[src/rtl/id_fwd_pipe_pkg.sv]
// id_fwd_pipe_pkg: shared widths, register numbers and opcode constants for the ID/EX operand stage
package id_fwd_pipe_pkg;
    localparam int DATA_W   = 16;
    localparam int REG_AW   = 4;
    localparam int NFWD     = 2;
    localparam int ALUSEL_W = 3;
    localparam int ALUOP_W  = 8;
    localparam int CNT_W    = 4;

    localparam logic [DATA_W-1:0] ZERO_WORD    = '0;
    localparam logic              RST_ENABLE   = 1'b1;
    localparam logic              WRITE_ENABLE = 1'b1;

    typedef enum logic [ALUSEL_W-1:0] {
        ALUSEL_NOP    = 3'd0,
        ALUSEL_LOGIC  = 3'd1,
        ALUSEL_SHIFT  = 3'd2,
        ALUSEL_ARITH  = 3'd3,
        ALUSEL_MEM    = 3'd4,
        ALUSEL_BRANCH = 3'd5
    } alusel_e;

    localparam logic [ALUOP_W-1:0] ALUOP_NOP  = 8'h00;
    localparam logic [ALUOP_W-1:0] ALUOP_ADDU = 8'h21;
    localparam logic [ALUOP_W-1:0] ALUOP_SUBU = 8'h23;
    localparam logic [ALUOP_W-1:0] ALUOP_AND  = 8'h24;
    localparam logic [ALUOP_W-1:0] ALUOP_OR   = 8'h25;
    localparam logic [ALUOP_W-1:0] ALUOP_LW   = 8'h30;

    typedef enum logic [REG_AW-1:0] {
        REG_R0 = 4'd0, REG_R1 = 4'd1, REG_R2 = 4'd2, REG_R3 = 4'd3,
        REG_R4 = 4'd4, REG_R5 = 4'd5, REG_R6 = 4'd6, REG_R7 = 4'd7,
        REG_SP = 4'd8, REG_T  = 4'd9, REG_IH = 4'd10, REG_RA = 4'd11
    } reg_e;
endpackage

[src/rtl/id_fwd_pipe_if.sv]
// id_fwd_pipe_if: decode-in, forwarding-in, control-in and EX-out bundle of the ID/EX stage
//   master: decoder/pipeline side driving decode, forwarding, hold/flush; sees stall and ex_* outputs
//   slave : the id_fwd_pipe block
interface id_fwd_pipe_if #(
    parameter int DATA_W   = 16,
    parameter int REG_AW   = 4,
    parameter int NFWD     = 2,
    parameter int ALUSEL_W = 3,
    parameter int ALUOP_W  = 8,
    parameter int CNT_W    = 4
);
    logic                     dec_valid;
    logic [ALUSEL_W-1:0]      dec_alusel;
    logic [ALUOP_W-1:0]       dec_aluop;
    logic                     dec_re0, dec_re1;
    logic [REG_AW-1:0]        dec_raddr0, dec_raddr1;
    logic [DATA_W-1:0]        dec_imm;
    logic                     dec_we;
    logic [REG_AW-1:0]        dec_waddr;
    logic                     dec_is_load;
    logic [DATA_W-1:0]        rf_rdata0, rf_rdata1;
    logic [NFWD-1:0]          fwd_we;
    logic [NFWD*REG_AW-1:0]   fwd_waddr;
    logic [NFWD*DATA_W-1:0]   fwd_wdata;
    logic [NFWD-1:0]          fwd_pending;
    logic                     hold_i, flush_i;
    logic                     stall_req;
    logic                     ex_valid, ex_we, ex_is_load;
    logic [ALUSEL_W-1:0]      ex_alusel;
    logic [ALUOP_W-1:0]       ex_aluop;
    logic [REG_AW-1:0]        ex_waddr;
    logic [DATA_W-1:0]        ex_op0, ex_op1, ex_imm;
    logic [CNT_W-1:0]         stall_cnt;

    modport master (
        output dec_valid, dec_alusel, dec_aluop, dec_re0, dec_re1, dec_raddr0, dec_raddr1,
               dec_imm, dec_we, dec_waddr, dec_is_load, rf_rdata0, rf_rdata1,
               fwd_we, fwd_waddr, fwd_wdata, fwd_pending, hold_i, flush_i,
        input  stall_req, ex_valid, ex_we, ex_is_load, ex_alusel, ex_aluop, ex_waddr,
               ex_op0, ex_op1, ex_imm, stall_cnt
    );

    modport slave (
        input  dec_valid, dec_alusel, dec_aluop, dec_re0, dec_re1, dec_raddr0, dec_raddr1,
               dec_imm, dec_we, dec_waddr, dec_is_load, rf_rdata0, rf_rdata1,
               fwd_we, fwd_waddr, fwd_wdata, fwd_pending, hold_i, flush_i,
        output stall_req, ex_valid, ex_we, ex_is_load, ex_alusel, ex_aluop, ex_waddr,
               ex_op0, ex_op1, ex_imm, stall_cnt
    );
endinterface

[src/rtl/id_fwd_pipe_fwd_mux.sv]
// id_fwd_pipe_fwd_mux: priority forwarding selector for one read port
//   raddr/rdata: port address and register-file data
//   fwd_*: per-source write enable, address, data, pending (source 0 youngest)
//   value/pending: resolved operand and whether the winning source is not yet available
module id_fwd_pipe_fwd_mux #(
    parameter int DATA_W = 16,
    parameter int REG_AW = 4,
    parameter int NFWD   = 2
) (
    input  logic [REG_AW-1:0]      raddr,
    input  logic [DATA_W-1:0]      rdata,
    input  logic [NFWD-1:0]        fwd_we,
    input  logic [NFWD*REG_AW-1:0] fwd_waddr,
    input  logic [NFWD*DATA_W-1:0] fwd_wdata,
    input  logic [NFWD-1:0]        fwd_pending,
    output logic [DATA_W-1:0]      value,
    output logic                   pending
);
    // Walk oldest to youngest so the youngest match is the last assignment and wins.
    always_comb begin
        value   = rdata;
        pending = 1'b0;
        for (int i = NFWD - 1; i >= 0; i--) begin
            if (fwd_we[i] && fwd_waddr[i*REG_AW +: REG_AW] == raddr) begin
                value   = fwd_wdata[i*DATA_W +: DATA_W];
                pending = fwd_pending[i];
            end
        end
    end
endmodule

[src/rtl/id_fwd_pipe.sv]
// id_fwd_pipe: operand forwarding, load-use interlock and ID/EX pipeline register
//   clk, rst: clock and asynchronous active-high reset
//   bus     : decode/forwarding/control inputs, stall_req, registered ex_* fields and stall_cnt
module id_fwd_pipe
    import id_fwd_pipe_pkg::*;
#(
    parameter int DATA_W   = 16,
    parameter int REG_AW   = 4,
    parameter int NFWD     = 2,
    parameter int ALUSEL_W = 3,
    parameter int ALUOP_W  = 8,
    parameter int CNT_W    = 4
) (
    input logic        clk,
    input logic        rst,
    id_fwd_pipe_if.slave bus
);
    logic [DATA_W-1:0] val0, val1, op0, op1;
    logic              pend0, pend1, stall, bubble;

    id_fwd_pipe_fwd_mux #(.DATA_W(DATA_W), .REG_AW(REG_AW), .NFWD(NFWD)) u_mux0 (
        .raddr(bus.dec_raddr0), .rdata(bus.rf_rdata0), .fwd_we(bus.fwd_we),
        .fwd_waddr(bus.fwd_waddr), .fwd_wdata(bus.fwd_wdata), .fwd_pending(bus.fwd_pending),
        .value(val0), .pending(pend0)
    );

    id_fwd_pipe_fwd_mux #(.DATA_W(DATA_W), .REG_AW(REG_AW), .NFWD(NFWD)) u_mux1 (
        .raddr(bus.dec_raddr1), .rdata(bus.rf_rdata1), .fwd_we(bus.fwd_we),
        .fwd_waddr(bus.fwd_waddr), .fwd_wdata(bus.fwd_wdata), .fwd_pending(bus.fwd_pending),
        .value(val1), .pending(pend1)
    );

    assign op0   = bus.dec_re0 ? val0 : ZERO_WORD[DATA_W-1:0];
    assign op1   = bus.dec_re1 ? val1 : bus.dec_imm;
    assign stall = bus.dec_valid && ((bus.dec_re0 && pend0) || (bus.dec_re1 && pend1));
    assign bus.stall_req = stall;
    // Flush wins over hold; an interlock bubble only lands when the stage is free to advance.
    assign bubble = bus.flush_i || (!bus.hold_i && stall);

    always_ff @(posedge clk or posedge rst) begin
        if (rst) begin
            bus.ex_valid   <= 1'b0;
            bus.ex_we      <= 1'b0;
            bus.ex_is_load <= 1'b0;
            bus.ex_alusel  <= '0;
            bus.ex_aluop   <= '0;
            bus.ex_waddr   <= '0;
            bus.ex_op0     <= '0;
            bus.ex_op1     <= '0;
            bus.ex_imm     <= '0;
        end else if (bubble) begin
            bus.ex_valid   <= 1'b0;
            bus.ex_we      <= 1'b0;
            bus.ex_is_load <= 1'b0;
            bus.ex_alusel  <= '0;
            bus.ex_aluop   <= '0;
            bus.ex_waddr   <= '0;
            bus.ex_op0     <= '0;
            bus.ex_op1     <= '0;
            bus.ex_imm     <= '0;
        end else if (!bus.hold_i) begin
            bus.ex_valid   <= bus.dec_valid;
            bus.ex_we      <= bus.dec_we && bus.dec_valid;
            bus.ex_is_load <= bus.dec_is_load && bus.dec_valid;
            bus.ex_alusel  <= bus.dec_alusel;
            bus.ex_aluop   <= bus.dec_aluop;
            bus.ex_waddr   <= bus.dec_waddr;
            bus.ex_op0     <= op0;
            bus.ex_op1     <= op1;
            bus.ex_imm     <= bus.dec_imm;
        end
    end

    always_ff @(posedge clk or posedge rst) begin
        if (rst)
            bus.stall_cnt <= '0;
        else if (!bus.hold_i)
            bus.stall_cnt <= !stall ? '0 : (&bus.stall_cnt) ? bus.stall_cnt : bus.stall_cnt + CNT_W'(1);
    end
endmodule
[src/flat_wrapper.sv]
// flat-port wrapper written by rule: the top's interface ports become plain ports
module id_fwd_pipe_flat import id_fwd_pipe_pkg::*;
#(
    parameter int DATA_W   = 16,
    parameter int REG_AW   = 4,
    parameter int NFWD     = 2,
    parameter int ALUSEL_W = 3,
    parameter int ALUOP_W  = 8,
    parameter int CNT_W    = 4
)
  (clk, rst, bus_dec_valid, bus_dec_alusel, bus_dec_aluop, bus_dec_re0, bus_dec_re1, bus_dec_raddr0, bus_dec_raddr1, bus_dec_imm, bus_dec_we, bus_dec_waddr, bus_dec_is_load, bus_rf_rdata0, bus_rf_rdata1, bus_fwd_we, bus_fwd_waddr, bus_fwd_wdata, bus_fwd_pending, bus_hold_i, bus_flush_i, bus_stall_req, bus_ex_valid, bus_ex_we, bus_ex_is_load, bus_ex_alusel, bus_ex_aluop, bus_ex_waddr, bus_ex_op0, bus_ex_op1, bus_ex_imm, bus_stall_cnt);
  id_fwd_pipe_if #(.DATA_W(DATA_W), .REG_AW(REG_AW), .NFWD(NFWD), .ALUSEL_W(ALUSEL_W), .ALUOP_W(ALUOP_W), .CNT_W(CNT_W)) bus_i ();
  input logic clk;
  input logic rst;
  input wire logic [$bits(bus_i.dec_valid)-1:0] bus_dec_valid;
  input wire logic [$bits(bus_i.dec_alusel)-1:0] bus_dec_alusel;
  input wire logic [$bits(bus_i.dec_aluop)-1:0] bus_dec_aluop;
  input wire logic [$bits(bus_i.dec_re0)-1:0] bus_dec_re0;
  input wire logic [$bits(bus_i.dec_re1)-1:0] bus_dec_re1;
  input wire logic [$bits(bus_i.dec_raddr0)-1:0] bus_dec_raddr0;
  input wire logic [$bits(bus_i.dec_raddr1)-1:0] bus_dec_raddr1;
  input wire logic [$bits(bus_i.dec_imm)-1:0] bus_dec_imm;
  input wire logic [$bits(bus_i.dec_we)-1:0] bus_dec_we;
  input wire logic [$bits(bus_i.dec_waddr)-1:0] bus_dec_waddr;
  input wire logic [$bits(bus_i.dec_is_load)-1:0] bus_dec_is_load;
  input wire logic [$bits(bus_i.rf_rdata0)-1:0] bus_rf_rdata0;
  input wire logic [$bits(bus_i.rf_rdata1)-1:0] bus_rf_rdata1;
  input wire logic [$bits(bus_i.fwd_we)-1:0] bus_fwd_we;
  input wire logic [$bits(bus_i.fwd_waddr)-1:0] bus_fwd_waddr;
  input wire logic [$bits(bus_i.fwd_wdata)-1:0] bus_fwd_wdata;
  input wire logic [$bits(bus_i.fwd_pending)-1:0] bus_fwd_pending;
  input wire logic [$bits(bus_i.hold_i)-1:0] bus_hold_i;
  input wire logic [$bits(bus_i.flush_i)-1:0] bus_flush_i;
  output wire logic [$bits(bus_i.stall_req)-1:0] bus_stall_req;
  output wire logic [$bits(bus_i.ex_valid)-1:0] bus_ex_valid;
  output wire logic [$bits(bus_i.ex_we)-1:0] bus_ex_we;
  output wire logic [$bits(bus_i.ex_is_load)-1:0] bus_ex_is_load;
  output wire logic [$bits(bus_i.ex_alusel)-1:0] bus_ex_alusel;
  output wire logic [$bits(bus_i.ex_aluop)-1:0] bus_ex_aluop;
  output wire logic [$bits(bus_i.ex_waddr)-1:0] bus_ex_waddr;
  output wire logic [$bits(bus_i.ex_op0)-1:0] bus_ex_op0;
  output wire logic [$bits(bus_i.ex_op1)-1:0] bus_ex_op1;
  output wire logic [$bits(bus_i.ex_imm)-1:0] bus_ex_imm;
  output wire logic [$bits(bus_i.stall_cnt)-1:0] bus_stall_cnt;
  assign bus_i.dec_valid = bus_dec_valid;
  assign bus_i.dec_alusel = bus_dec_alusel;
  assign bus_i.dec_aluop = bus_dec_aluop;
  assign bus_i.dec_re0 = bus_dec_re0;
  assign bus_i.dec_re1 = bus_dec_re1;
  assign bus_i.dec_raddr0 = bus_dec_raddr0;
  assign bus_i.dec_raddr1 = bus_dec_raddr1;
  assign bus_i.dec_imm = bus_dec_imm;
  assign bus_i.dec_we = bus_dec_we;
  assign bus_i.dec_waddr = bus_dec_waddr;
  assign bus_i.dec_is_load = bus_dec_is_load;
  assign bus_i.rf_rdata0 = bus_rf_rdata0;
  assign bus_i.rf_rdata1 = bus_rf_rdata1;
  assign bus_i.fwd_we = bus_fwd_we;
  assign bus_i.fwd_waddr = bus_fwd_waddr;
  assign bus_i.fwd_wdata = bus_fwd_wdata;
  assign bus_i.fwd_pending = bus_fwd_pending;
  assign bus_i.hold_i = bus_hold_i;
  assign bus_i.flush_i = bus_flush_i;
  assign bus_stall_req = bus_i.stall_req;
  assign bus_ex_valid = bus_i.ex_valid;
  assign bus_ex_we = bus_i.ex_we;
  assign bus_ex_is_load = bus_i.ex_is_load;
  assign bus_ex_alusel = bus_i.ex_alusel;
  assign bus_ex_aluop = bus_i.ex_aluop;
  assign bus_ex_waddr = bus_i.ex_waddr;
  assign bus_ex_op0 = bus_i.ex_op0;
  assign bus_ex_op1 = bus_i.ex_op1;
  assign bus_ex_imm = bus_i.ex_imm;
  assign bus_stall_cnt = bus_i.stall_cnt;
  id_fwd_pipe #(.DATA_W(DATA_W), .REG_AW(REG_AW), .NFWD(NFWD), .ALUSEL_W(ALUSEL_W), .ALUOP_W(ALUOP_W), .CNT_W(CNT_W)) u_core (.clk(clk), .rst(rst), .bus(bus_i));
endmodule
[config.mk]
export PLATFORM = sky130hd
export DESIGN_NAME = id_fwd_pipe_flat
export DESIGN_NICKNAME = d
export VERILOG_FILES = /design/src/rtl/id_fwd_pipe_pkg.sv /design/src/rtl/id_fwd_pipe_if.sv /design/src/rtl/id_fwd_pipe_fwd_mux.sv /design/src/rtl/id_fwd_pipe.sv /design/src/flat_wrapper.sv
export SDC_FILE = /design/constraint.sdc
export NUM_CORES = 1
export LEC_CHECK = 0
export BUFFER_PORTS_ARGS = -buffer_cell sky130_fd_sc_hd__clkbuf_2
export CAP_MARGIN = 20
export CORE_ASPECT_RATIO = 0.7
export CORE_MARGIN = 2
export CORE_UTILIZATION = 45
export CTS_BUF_LIST = sky130_fd_sc_hd__clkbuf_4 sky130_fd_sc_hd__clkbuf_8
export DETAILED_ROUTE_END_ITERATION = 10
export PLACE_DENSITY = 0.76
export SETUP_SLACK_MARGIN = 0.05
export SYNTH_ARGS = -nofsm -noshare
export SYNTH_HDL_FRONTEND = slang
export SYNTH_HIERARCHICAL = 1
export SYNTH_SLANG_ARGS = --single-unit
[constraint.sdc]
create_clock -name clk -period 2.8 [get_ports clk]
set_input_delay 0.14 -clock clk [delete_from_list [all_inputs] [get_ports clk]]
set_output_delay 0.14 -clock clk [all_outputs]
set_load 0.01 [all_outputs]
==> reports/qor.csv <==
metric,value,unit
first-pass GRT wire length,24400,µm
io pins,195,
"CP delay by family, top",simple AND/OR/NAND/NOR gates,
setup ws final,0.895,ns
initial antenna violation count,0,
Post-route DRC,0,
Max Cap Violations,0,
Crit. End Element,flop,
Detailed Route Iter0 Violations,410,
"Largest stage delay, worst path",0.50,ns
core area,9830,µm²
"worst slack, placed",0.557,ns
GRT overflow,0,
number of H-tree levels,3,
fill cell count,888,
register area,1750,µm²
largest net degree at the start of global routing,45,
Async SR Flop Fraction,1.00,
Initial Util,0.471,
Peak supply drop,0.000245,V
status,"complete, no violations",
die area,11100,µm²
internal power,1.95,mW
CP max stage cell,or4_1,
final setup fails,0,
#FFs+latches synth,70,
switching pwr,861,µW
post_cts resized,0,
Achievable Freq,525,MHz
number of port buffers,194,
antenna cells,0,
wire per inst,19.2,µm
setup total negative slack,0,ns
Placement Rows,30,
Placed Area,5650,µm²
"Hold-fix buffers, CTS",1,
Post-Route Utilization,0.600,
router iterations before antenna repair,7,
Mapped Area,4630,µm²
CTS tree,yes,
fin crit period,1.90,ns
Net Sw Frac,0.306,
Bufs and invs on worst path,2,
Lkg Pwr,2.72,nW
Power per Cell Area,477,nW/µm²
total wire length,15700,µm
vias in the first global route,4796,
Die W,125,µm
WP data arrival,2.16,ns
cts bufs inserted,9,
share of layout cells above drive strength 1,0.404,
"Non-Filler Cell Area, Final",5900,µm²
Comb power frac,0.246,
Synth cell types,45,
area of the multi-input gates,2550,µm²
Vias,4956,
"Top FF cell, synth",dfrtp_1,
slew margin rel.,0.301,
RSZ-0062 raised after global routing,false,
Final nets,814,
detailed placement HPWL,12400,µm
gr usage total,0.279,
RD Place Congestion,0.887,
"Clk Latency, worst-skew pair",0.34,ns
number of cells on the worst hold path,3,
top cell type's share of synthesized area,0.378,
antenna-violating nets left,0,
"EDFF count, synth",0,
Hold Path Class,primary input to flop,
cell taking the most area after synthesis,dfrtp_1,
Clk pwr share,0.357,
fin crit share,0.680,
number of cells on the critical path,9,
Clk Tree Root Cell,clkbuf_8,
clock slew at reported path FFs,0.08,ns
synth top area cells,"dfrtp_1, o31ai_2, nand2_1",
Bufs on Longest Clock Path,2,
critical path data required time,3.06,ns
Synth top cells by count,"nand2_1, dfrtp_1, nand4_1",
sequential power share,0.396,
Worst R2R Path Depth,4,
hold slack,0.0148,ns
critical setup path kind,primary input to flop,
Setup Buffers After CTS,0,
Mapped Cells,511,
Avg Vias per Cell,6.04,
clock sink count,70,
syn nets,636,
Layout area overhead,27.4,%
Syn. warnings,6,
CP Launch Type,primary input,
Least-Margin Pin Slew,1.05,ns
CP Cell Sequence,clkbuf_2 -> xnor2_1 -> nand3_2 -> or2_1 -> mux2i_1 -> a22oi_1 -> buf_4 -> or4_1 -> o22ai_1,
syn avg cell area,9.06,µm²
"Seq/Total Area, Yosys",0.378,
skew final,0.00568,ns
most common cell in the synthesized netlist,nand2_1,
CP max FO,14,
DIE HEIGHT,88.9,µm
endpoints failing hold,0,
Final Max Slew Viols,0,
[power by group through the flow]
stage	Clock [mW]	Combinational (mW)	Sequential (mW)
floorplan	0	0.372	1.16
global placement	0	0.665	1.13
detailed placement	0	0.683	1.14
CTS	1.02	0.686	1.11
global route	1.06	0.751	1.12
finish	1.01	0.693	1.11
[placed cells by master, fill, tap and decap left out, types with 4 or more instances in the layout]
cell      netlist  layout
mux2i_1        19      19
o211ai_1       16      16
nand4_1        36      36
a31oi_1        33      33
buf_4           2      24
o31ai_2        30      30
o31ai_1        16      16
clkbuf_2        2     194
a32o_1          4       4
nand3_1        18      18
nor3_1         32      32
clkbuf_8        0      10
xnor2_1        10      10
inv_1           8       7
nand2b_1        5       5
a21oi_1        21      21
o21ai_0        28      28
nand2_1        77      77
dfrtp_1        70      70
[flip-flops by register name, summed over array words and instances (netlist names), 3 cells and up]
register,cells
u_core/bus.ex_imm,16
u_core/bus.stall_cnt,4
u_core/bus.ex_alusel,3
u_core/bus.ex_aluop,8
u_core/bus.ex_op0,16
u_core/bus.ex_waddr,4
u_core/bus.ex_op1,16
[routing by layer]
layer | GRT usage | wire length (µm) | part of all wire
met2 | 0.452 | 7240 | 0.46
met1 | 0.375 | 6710 | 0.43
met3 | 0.0623 | 1470 | 0.093
met5 | 0 | 0 | 0
met4 | 0.100 | 327 | 0.021
[cell type report]
cell class / instances / share of cell area
flip-flops and latches: 70 / 0.297
well taps: 128 / 0.0271
repair buffers: 219 / 0.197
inverters: 9 / 0.00573
clock inverters: 5 / 0.0180
multi-input cells: 380 / 0.432
clock buffers: 10 / 0.0233
[cells by family (layout without fill, tap and decap cells)]
| group | count (synthesis) | count (layout) | share of synthesized area |
|---|---|---|---|
| buffers and inverters | 61 | 243 | 0.0754 |
| and+or+nand+nor | 188 | 188 | 0.205 |
| AOI/OAI and AO/OA | 160 | 160 | 0.271 |
| xor gates and xnor gates | 12 | 12 | 0.0259 |
| adders and majority gates | 1 | 1 | 0.00270 |
| muxes | 19 | 19 | 0.0411 |
| DFF | 70 | 70 | 0.378 |
[stage by stage]
| step | std cells | total power [mW] |
|---|---|---|
| 2_1_floorplan | 511 | 1.53 |
| 3_3_place_gp | 805 | 1.80 |
| 3_5_place_dp | 805 | 1.82 |
| 4_1_cts | 821 | 2.82 |
| 5_1_grt | 821 | 2.94 |
| 6_report | 821 | 2.81 |
[tightest hold or removal path, cell delays in order]
cell	delay [ns]
clkbuf_2	0.08
nand2_1	0.04
o21ai_0	0.06
[worst paths after layout]
path,startpoint,end,slack (ns)
min in group asynchronous,rst,u_core/bus.ex_imm[13],0.43
min,bus_dec_aluop[0],u_core/bus.ex_aluop[0],0.01
max reg2reg,u_core/bus.stall_cnt[0],u_core/bus.stall_cnt[1],1.25
min reg2reg,u_core/bus.ex_op0[10],u_core/bus.ex_op0[10],0.49
max in group asynchronous,rst,u_core/bus.ex_we,1.60
max,bus_dec_raddr0[1],u_core/bus.stall_cnt[1],0.90
(Power assumes the default switching activity.)
